**src/rtl/ifu_fetch_if.sv**
```systemverilog
// ifu_fetch_if: bundle between the IF stage, the decode-stage control and the
// instruction ROM. The slave modport is the fetch stage itself; the master
// modport is the surrounding pipeline (D-stage control, hazard unit, ROM).
interface ifu_fetch_if;
  logic        stall;
  logic        clr_d;
  logic [1:0]  npc_op;
  logic        br_cond;
  logic [15:0] imm16_d;
  logic [25:0] imm26_d;
  logic [31:0] rs_val_d;
  logic [31:0] im_addr;
  logic [31:0] im_instr;
  logic [31:0] instr_d;
  logic [31:0] pc_d;
  logic [31:0] pc8_d;
  logic        exc_adel_d;

  modport slave (
    input  stall, clr_d, npc_op, br_cond, imm16_d, imm26_d, rs_val_d, im_instr,
    output im_addr, instr_d, pc_d, pc8_d, exc_adel_d
  );

  modport master (
    output stall, clr_d, npc_op, br_cond, imm16_d, imm26_d, rs_val_d, im_instr,
    input  im_addr, instr_d, pc_d, pc8_d, exc_adel_d
  );
endinterface

```
**src/rtl/ifu_fetch_stage.sv**
```systemverilog
// ifu_fetch_stage: IF stage of the five-stage MIPS pipeline. Holds the fetch
// PC, selects next-PC from D-stage control (delay-slot semantics, no flush on
// taken branches) and owns the IF/ID pipeline register.
// Optional macro IFU_ADEL_CHECK_EN: when defined, misaligned or out-of-window
// fetch addresses load a nop into IF/ID and raise exc_adel_d; when undefined
// exc_adel_d stays 0 and the ROM word is always taken.
module ifu_fetch_stage #(
  parameter logic [31:0] PC_RESET = 32'h0000_3000,
  parameter int unsigned IM_WORDS = 1024
) (
  input logic         clk,
  input logic         reset,
  ifu_fetch_if.slave  bus
);

  localparam logic [1:0] NPC_SEQ    = 2'd0;
  localparam logic [1:0] NPC_BRANCH = 2'd1;
  localparam logic [1:0] NPC_JUMP   = 2'd2;
  localparam logic [1:0] NPC_JR     = 2'd3;

  logic [31:0] pc_f_reg;
  logic [31:0] instr_d_reg;
  logic [31:0] pc_d_reg;
  logic [31:0] pc8_d_reg;
  logic        exc_adel_d_reg;

  logic [31:0] pc_f_plus4;
  logic [31:0] pc_d_plus4;
  logic [31:0] br_offset;
  logic [31:0] npc;
  logic        fetch_err;

  assign pc_f_plus4 = pc_f_reg + 32'd4;
  assign pc_d_plus4 = pc_d_reg + 32'd4;
  assign br_offset  = {{14{bus.imm16_d[15]}}, bus.imm16_d, 2'b00};

`ifdef IFU_ADEL_CHECK_EN
  // Upper bound of the legal fetch window (exclusive), modulo 2^32.
  localparam logic [31:0] PC_LIMIT = PC_RESET + 32'(4 * IM_WORDS);

  // Fetch address error: misaligned word or outside the ROM window.
  always_comb begin
    fetch_err = (pc_f_reg[1:0] != 2'b00) ||
                (pc_f_reg < PC_RESET) ||
                (pc_f_reg >= PC_LIMIT);
  end
`else
  assign fetch_err = 1'b0;
`endif

  // Next-PC select; branch/jump targets are relative to the instruction in D.
  always_comb begin
    npc = pc_f_plus4;
    case (bus.npc_op)
      NPC_SEQ:    npc = pc_f_plus4;
      NPC_BRANCH: npc = bus.br_cond ? (pc_d_plus4 + br_offset) : pc_f_plus4;
      NPC_JUMP:   npc = {pc_d_plus4[31:28], bus.imm26_d, 2'b00};
      NPC_JR:     npc = bus.rs_val_d;
      default:    npc = pc_f_plus4;
    endcase
  end

  // PC and IF/ID update: reset > stall > clr_d > normal fetch.
  always_ff @(posedge clk) begin
    if (reset) begin
      pc_f_reg       <= PC_RESET;
      instr_d_reg    <= 32'd0;
      pc_d_reg       <= PC_RESET;
      pc8_d_reg      <= PC_RESET + 32'd8;
      exc_adel_d_reg <= 1'b0;
    end else if (!bus.stall) begin
      pc_f_reg  <= npc;
      pc_d_reg  <= pc_f_reg;
      pc8_d_reg <= pc_f_reg + 32'd8;
      // A bubble or a bad fetch both present a nop to decode; only the latter
      // is flagged, since a bubble carries no instruction to fault on.
      if (bus.clr_d || fetch_err) begin
        instr_d_reg <= 32'd0;
      end else begin
        instr_d_reg <= bus.im_instr;
      end
      exc_adel_d_reg <= !bus.clr_d && fetch_err;
    end
  end

  assign bus.im_addr    = pc_f_reg;
  assign bus.instr_d    = instr_d_reg;
  assign bus.pc_d       = pc_d_reg;
  assign bus.pc8_d      = pc8_d_reg;
  assign bus.exc_adel_d = exc_adel_d_reg;

endmodule

```
**src/flat_wrapper.sv**
```systemverilog
// flat-port wrapper written by rule: the top's interface ports become plain ports
module ifu_fetch_stage_flat 
#(
  parameter logic [31:0] PC_RESET = 32'h0000_3000,
  parameter int unsigned IM_WORDS = 1024
)
  (clk, reset, bus_stall, bus_clr_d, bus_npc_op, bus_br_cond, bus_imm16_d, bus_imm26_d, bus_rs_val_d, bus_im_instr, bus_im_addr, bus_instr_d, bus_pc_d, bus_pc8_d, bus_exc_adel_d);
  ifu_fetch_if bus_i ();
  input logic clk;
  input logic reset;
  input wire logic [$bits(bus_i.stall)-1:0] bus_stall;
  input wire logic [$bits(bus_i.clr_d)-1:0] bus_clr_d;
  input wire logic [$bits(bus_i.npc_op)-1:0] bus_npc_op;
  input wire logic [$bits(bus_i.br_cond)-1:0] bus_br_cond;
  input wire logic [$bits(bus_i.imm16_d)-1:0] bus_imm16_d;
  input wire logic [$bits(bus_i.imm26_d)-1:0] bus_imm26_d;
  input wire logic [$bits(bus_i.rs_val_d)-1:0] bus_rs_val_d;
  input wire logic [$bits(bus_i.im_instr)-1:0] bus_im_instr;
  output wire logic [$bits(bus_i.im_addr)-1:0] bus_im_addr;
  output wire logic [$bits(bus_i.instr_d)-1:0] bus_instr_d;
  output wire logic [$bits(bus_i.pc_d)-1:0] bus_pc_d;
  output wire logic [$bits(bus_i.pc8_d)-1:0] bus_pc8_d;
  output wire logic [$bits(bus_i.exc_adel_d)-1:0] bus_exc_adel_d;
  assign bus_i.stall = bus_stall;
  assign bus_i.clr_d = bus_clr_d;
  assign bus_i.npc_op = bus_npc_op;
  assign bus_i.br_cond = bus_br_cond;
  assign bus_i.imm16_d = bus_imm16_d;
  assign bus_i.imm26_d = bus_imm26_d;
  assign bus_i.rs_val_d = bus_rs_val_d;
  assign bus_i.im_instr = bus_im_instr;
  assign bus_im_addr = bus_i.im_addr;
  assign bus_instr_d = bus_i.instr_d;
  assign bus_pc_d = bus_i.pc_d;
  assign bus_pc8_d = bus_i.pc8_d;
  assign bus_exc_adel_d = bus_i.exc_adel_d;
  ifu_fetch_stage #(.PC_RESET(PC_RESET), .IM_WORDS(IM_WORDS)) u_core (.clk(clk), .reset(reset), .bus(bus_i));
endmodule
```
**config.mk**
```make
export PLATFORM = sky130hd
export DESIGN_NAME = ifu_fetch_stage_flat
export DESIGN_NICKNAME = d
export VERILOG_FILES = /design/src/rtl/ifu_fetch_if.sv /design/src/rtl/ifu_fetch_stage.sv /design/src/flat_wrapper.sv
export SDC_FILE = /design/constraint.sdc
export NUM_CORES = 1
export LEC_CHECK = 0
export CAP_MARGIN = 15
export CORE_ASPECT_RATIO = 0.7
export CORE_MARGIN = 2
export CORE_UTILIZATION = 40
export CTS_CLUSTER_DIAMETER = 50
export CTS_CLUSTER_SIZE = 40
export DETAILED_ROUTE_END_ITERATION = 7
export PLACE_DENSITY = 0.69
export SYNTH_ARGS = -nofsm -noshare
export SYNTH_HDL_FRONTEND = slang
export SYNTH_SLANG_ARGS = --single-unit
export TNS_END_PERCENT = 100
```
**constraint.sdc**
```tcl
create_clock -name clk -period 3.5 [get_ports clk]
set_input_delay 0.7 -clock clk [delete_from_list [all_inputs] [get_ports clk]]
set_output_delay 0.7 -clock clk [all_outputs]
set_load 0.005 [all_outputs]
```
==> results.md, run 1 <==
- CP bufs+invs: 1
- Post-detail-place hpwl: 23900 µm
- Top post-synthesis cells by area: dfxtp_1, nor2_1, xnor2_1, ha_1, a21oi_1
- RSZ-0062 raised after global routing: yes
- Final setup violation count: 0
- #FFs+latches synth: 125
- FP Rows: 44
- Critical path type: flop to flop
- Power per standard cell area: 371 nW/µm²
- Cell variety after synth: 68
- Input/output buffers: 240
- Antenna violations before repair: 0
- Overall power: 4.45 mW
- Commonest non-fill, non-tap cell in the layout: clkdlybuf4s50_1
- Most used cell, CP: nand3_1
- Pin count of the biggest net entering global routing: 64
- H-tree levels: 4
- GR Util All Layers: 28.2%
- HP Class: flop to flop
- Clk buf depth: 2
- Post-CTS Setup Inserts: 0
- Crit path arrival time: 3.57 ns
- CTS tree: done
- Crit-path cells: buf_4 -> nand3_1 -> nor3_1 -> nand3_1 -> xnor2_1 -> ha_1 -> a21o_1 -> a31oi_1 -> o221a_2 -> o22ai_1 -> or4_1 -> o211ai_1 -> o21ai_1
- Initial core utilization: 40.6%
- Die area: 22200 µm²
- Crit end category: flop
- # hold bufs at CTS: 0
- Most frequent cells in the layout: clkdlybuf4s50_1, nor2_1, dfxtp_1
- Crit path time final: 3.27 ns
- Crit path depth: 13
- Fin crit share: 93.3%
- Synth async-reset ratio: 0%
- Achievable Freq: 306 MHz
- Placed cells: 1581
- Reg2Reg Depth: 13
- Seq/Total Area, Yosys: 29.8%
- CP delay by family, top: simple AND/OR/NAND/NOR gates
- Top-area cell type share of the netlist area: 29.8%
- Least-Margin Pin Slew: 1.08 ns
- Area Overhead vs Synth: 43.2%
- Final #Nets: 1474
- Routed WL: 31400 µm
- Syn Area/Cell: 7.83 µm²
- DR iter-0 viols: 820
- Hold depth: 2
- Non-filler cells, final: 1613
- Max-cap viol count: 0
- Core Util, Final: 58.2%
- Vias in the first global route: 8751
- Antenna Cells: 0
- Layout cells sized above 1: 10.5%
- Final hold vios: 0
- Final Skew: 0.0113 ns
- CTS resizes: 0
- Vias: 9169
- Worst skew pair latency: 0.42 ns
- Reg clk slew, reported paths: 0.07 ns
- DRT Pass-1 Iters: 5
- Clk sink count: 125
- Status: complete, no violations
- Crit-path max cell delay: 0.49 ns
- Final routed DRC violation total: 0
- Placer Congestion: 0.927
- Maximum VDD drop: 299 µV
- Num CTS Buffers: 17
- Required time of the critical path: 3.80 ns
- DP Area: 11400 µm²
- Main synth FF type: dfxtp_1
- Die Wd: 177 µm
- Crit path launch type: flop
- Clock root cell: clkbuf_16
- Post-Layout Inst Area: 12000 µm²
- Vias/cell: 5.68
- Final Max Tran Viols: 0
- Post-synth EDFFs: 0
- # IOs: 242
- Drt wl/cell: 19.5 µm
- Ys Warns: 0
- Fin Hold WS: 0.487 ns
- Syn nets: 1221
- Yosys top cell by area: dfxtp_1
- Slew headroom: 27.6%
- First-pass GRT wire length: 48800 µm
- Placeable Area: 20600 µm²
- Synthesized netlist cell count: 1071
- Worst-path maximum fanout: 6
- Die height: 125 µm
- Slowest cell on crit path: or4_1
- Antenna-violating nets left: 0
- Mapped Area: 8380 µm²
- Leakage: 4.70 nW
- Grt total ovfl: 0
==> where the power goes <==
group          switching (mW)  leakage (nW)  total (mW)  internal, mW
Clock                   0.752         0.306        1.90          1.15
Combinational           0.466          3.37       0.961         0.495
Sequential             0.0949          1.02        1.59          1.49
Total                    1.31          4.70        4.45          3.14
==> metrics by stage <==
stage                     setup slack, ns  setup TNS (ns)
after floorplan                     0.310               0
after global placement             0.0257               0
after detailed placement           0.0101               0
after CTS                           0.185               0
after global routing              -0.0325         -0.0616
final                               0.234               0
==> metal layers <==
| metal | global-route usage, % | vias to the layer above | share of wire [%] |
|---|---|---|---|
| met5 | 0 | - | 0 |
| met4 | 6.32 | 0 | 1.2 |
| met3 | 7.51 | 31 | 9.7 |
| met2 | 42.9 | 400 | 44 |
| met1 | 39.7 | 4354 | 46 |
| li1 | - | 4384 | - |
==> path summary, 6_finish.rpt <==
check,from,slack (ns),endpoint
hold / removal,u_core.bus.pc8_d[13],0.49,u_core.bus.pc8_d[13]
setup / recovery,u_core.bus.pc8_d[2],0.23,u_core.bus.im_addr[26]
hold reg to reg,u_core.bus.pc8_d[13],0.49,u_core.bus.pc8_d[13]
setup reg to reg,u_core.bus.pc8_d[2],0.23,u_core.bus.im_addr[26]
==> worst min-delay path, cell delays in order (launching register included) <==
cell     delay, ns
dfxtp_1       0.32
mux2i_1       0.08
nand2_1       0.06
==> synth_stat cells, drive strengths merged (3+ instances only) <==
| master | number |
|---|---|
| a31oi | 14 |
| or2 | 3 |
| and4 | 9 |
| mux2i | 42 |
| nor2 | 147 |
| a21o | 19 |
| nand4 | 34 |
| nand2b | 4 |
| a221oi | 19 |
| a211oi | 8 |
| nand3 | 36 |
| o32ai | 3 |
| nand2 | 83 |
| and3 | 14 |
| o21bai | 7 |
| ha | 36 |
| dfxtp | 125 |
| nor3 | 21 |
| o32a | 3 |
| xnor2 | 61 |
| nor4 | 8 |
| mux2 | 17 |
| o211ai | 6 |
| nor2b | 7 |
| a21oi | 85 |
| o22ai | 3 |
| a2bb2oi | 3 |
| o21a | 4 |
| a22oi | 31 |
| o31ai | 4 |
| clkbuf | 51 |
| buf | 26 |
| or3 | 9 |
| inv | 26 |
| xor2 | 20 |
| and2 | 5 |
| o21ai | 50 |
==> logic make-up (layout without fill, tap and decap cells) <==
logic type                 count (synthesis)  after routing  share of synthesized area (%)
and+or+nand+nor                          388            388                           22.3
adders and majority gates                 37             37                           5.61
muxes                                     59             59                           7.30
AOI/OAI and AO/OA                        276            276                           21.3
other                                      1              1                         0.0447
DFF                                      125            125                           29.8
xor gates and xnor gates                  82             82                           8.73
buffers and inverters                    103            369                           4.94
==> final cells by class <==
class	count	area, µm²
Clock buffer	17	425
Timing Repair Buffer	311	2940
Fill cell	1932	8640
Clock inverter	15	201
Sequential cell	125	2500
Inverter	26	97.6
Tap cell	276	345
Multi-Input combinational cell	843	5500
Power figures use the tool's default switching activity.
==> run 2, diff against run 1 <==
==> constraint.sdc (replaced) <==
create_clock -name clk -period 3.5 [get_ports clk]
set_input_delay 0.7 -clock clk [delete_from_list [all_inputs] [get_ports clk]]
set_output_delay 0.7 -clock clk [all_outputs]
set_load 0.01 [all_outputs]
==> results.md, run 2 (synthesis gave the netlist of run 1 again) <==
- Status: complete, no violations (unchanged)
- Placeable Area: 20600 µm² (unchanged)
- Die Wd: 177 µm (unchanged)
- Post-Route Setup TNS: 0 ns (unchanged)
- Achievable Freq: 303 MHz (was 306 MHz)
- First-pass GRT wire length: 49000 µm (was 48800 µm)
- Post-detail-place hpwl: 23900 µm (about the same)
- Final routed DRC violation total: 0 (unchanged)
- Critical Path Sink: u_core.bus.im_addr[26] (unchanged)
- FP Rows: 44 (unchanged)
- Fin crit share: 94.4% (was 93.3%)
- Worst-path maximum fanout: 7 (was 6)
- Worst skew pair latency: 0.43 ns (was 0.42 ns)
- Placed cells: 1580 (was 1581)
- Slowest cell on crit path: or4_1 (unchanged)
- RSZ-0062 raised after global routing: yes (unchanged)
- Num CTS Buffers: 17 (unchanged)
- Grt total ovfl: 0 (unchanged)
- Non-filler cells, final: 1613 (unchanged)
- Final Max Tran Viols: 0 (unchanged)
- GR Util All Layers: 28.4% (was 28.2%)
- Required time of the critical path: 3.81 ns (was 3.80 ns)
- Routed WL: 31500 µm (was 31400 µm)
- # IOs: 242 (unchanged)
- CP delay by family, top: simple AND/OR/NAND/NOR gates (unchanged)
- Drt wl/cell: 19.5 µm (about the same)
- Number of fill cells: 1936 (was 1932)
- Crit end category: flop (unchanged)
- Most frequent cells in the layout: clkdlybuf4s50_1, nor2_1, dfxtp_1 (unchanged)
- Worst R2R End: u_core.bus.im_addr[26] (unchanged)
- Crit-path cells: nand3_1 -> nor4_4 -> buf_4 -> buf_4 -> nand4_1 -> xnor2_2 -> ha_1 -> a21oi_1 -> o221a_2 -> o22ai_1 -> or4_1 -> o211ai_1 -> o21ai_1 (was buf_4 -> nand3_1 -> nor3_1 -> nand3_1 -> xnor2_1 -> ha_1 -> a21o_1 -> a31oi_1 -> o221a_2 -> o22ai_1 -> or4_1 -> o211ai_1 -> o21ai_1)
- Crit path time final: 3.30 ns (was 3.27 ns)
- Pin count of the biggest net entering global routing: 64 (unchanged)
- Max-cap viol count: 0 (unchanged)
- Register-to-register setup slack: 0.20 ns (was 0.23 ns)
- DR iter-0 viols: 881 (was 820)
- Antenna violations before repair: 0 (unchanged)
- Hold depth: 2 (unchanged)
- Final #Nets: 1474 (unchanged)
- H-tree levels: 4 (unchanged)
- Sequential Area: 2500 µm² (unchanged)
- CP bufs+invs: 2 (was 1)
- HP Class: flop to flop (unchanged)
- Multi-input logic area: 5510 µm² (was 5500 µm²)
- Most used cell, CP: buf_4 (was nand3_1)
- Initial core utilization: 40.6% (unchanged)
- Crit path launch type: flop (unchanged)
- Placer Congestion: 0.928 (was 0.927)
- Antenna-violating nets left: 0 (unchanged)
- Die height: 125 µm (unchanged)
- Crit path arrival time: 3.61 ns (was 3.57 ns)
- Clk sink count: 125 (unchanged)
- Vias in the first global route: 8598 (was 8751)
- Worst r2r src: u_core.bus.pc_d[16] (was u_core.bus.pc8_d[2])
- Input/output buffers: 240 (unchanged)
- Layout cells sized above 1: 10.6% (was 10.5%)
- Reg2Reg Depth: 13 (unchanged)
- Least-Margin Pin Slew: 1.01 ns (was 1.08 ns)
- Die area: 22200 µm² (unchanged)
- Final setup violation count: 0 (unchanged)
- Maximum VDD drop: 324 µV (was 299 µV)
- CTS tree: done (unchanged)
- Antenna Cells: 0 (unchanged)
- Vias/cell: 5.65 (was 5.68)
- Slew headroom: 32.0% (was 27.6%)
- Critical path type: flop to flop (unchanged)
- Crit path depth: 13 (unchanged)
- Vias: 9119 (was 9169)
- Crit-path max cell delay: 0.49 ns (about the same)
- Power per standard cell area: 360 nW/µm² (was 371 nW/µm²)
- Clk buf depth: 2 (unchanged)
- Area Overhead vs Synth: 42.6% (was 43.2%)
- Reg clk slew, reported paths: 0.07 ns (about the same)
- Final hold vios: 0 (unchanged)
- DRT Pass-1 Iters: 6 (was 5)
- Commonest non-fill, non-tap cell in the layout: clkdlybuf4s50_1 (unchanged)
- Final Skew: 0.0114 ns (was 0.0113 ns)
- Leakage: 4.66 nW (was 4.70 nW)
- Worst Setup SP: u_core.bus.pc_d[16] (was u_core.bus.pc8_d[2])
- Clock root cell: clkbuf_16 (unchanged)
-- run 2: timing repair --
| action | 4_1_cts | 5_1_grt |
|---|---|---|
| endpoints found under the setup margin | 0 | 9 |
| resized for setup | 0 | 9 |
| setup buffers | 0 | 1 |
| hold buffers | 0 | 0 |
-- run 2: worst register-to-register path, delay by kind of cell (launching register included) --
family                     cells  cell delay [ns]
AOI/OAI and AO/OA              5             0.81
xor gates and xnor gates       1             0.18
adders and majority gates      1             0.33
buffers and inverters          2             0.34
DFF                            1             0.44
and+or+nand+nor                4             1.10
-- run 2: final cells by class --
| cell class | instances | area share (%) |
|---|---|---|
| multi-input cells | 843 | 46.1 |
| repair buffers | 311 | 24.6 |
| clock buffers | 18 | 3.59 |
| flip-flops and latches | 125 | 21.0 |
| inverters | 26 | 0.816 |
| clock inverters | 14 | 1.12 |
| well taps | 276 | 2.89 |
-- run 2: how the worst min path moves through the flow --
stage	start	to	slack (ns)
global route	u_core.bus.pc8_d[3]	u_core.bus.pc8_d[3]	0.51
floorplan	u_core.bus.im_addr[1]	u_core.bus.im_addr[1]	0.51
global placement	u_core.bus.pc8_d[12]	u_core.bus.pc8_d[12]	0.46
detailed placement	u_core.bus.pc8_d[12]	u_core.bus.pc8_d[12]	0.47
CTS	u_core.bus.pc8_d[13]	u_core.bus.pc8_d[13]	0.49
finish	u_core.bus.pc8_d[18]	u_core.bus.pc8_d[18]	0.49
-- run 2: power breakdown --
group	total, mW	switching (mW)	internal [mW]
sequential	1.59	0.0958	1.49
combinational	0.988	0.493	0.495
clock	1.73	0.738	0.990
total	4.31	1.33	2.98
-- run 2: routing by layer --
| metal | vias to the layer above | share of wire [%] | GRT usage (%) | wire [µm] |
|---|---|---|---|---|
| met5 | - | 0 | 0 | 0 |
| met4 | 0 | 1.5 | 5.93 | 478 |
| met3 | 35 | 10 | 7.36 | 3140 |
| met2 | 430 | 43 | 42.5 | 13500 |
| met1 | 4278 | 45 | 41.0 | 14300 |
| li1 | 4376 | - | - | - |
-- run 2: per-stage QoR --
step           cell area (µm²)  hold slack, ns  setup slack [ns]  total power [mW]  utilization, %
2_1_floorplan             8380           0.510             0.259              2.10               -
3_3_place_gp             11300           0.462            0.0413              2.58            54.9
3_5_place_dp             11300           0.469          -0.00561              2.59            55.0
4_1_cts                  11900           0.488             0.181              4.31            57.7
5_1_grt                  12000           0.513           -0.0182              4.48            57.9
6_report                 12000           0.488             0.198              4.31            57.9
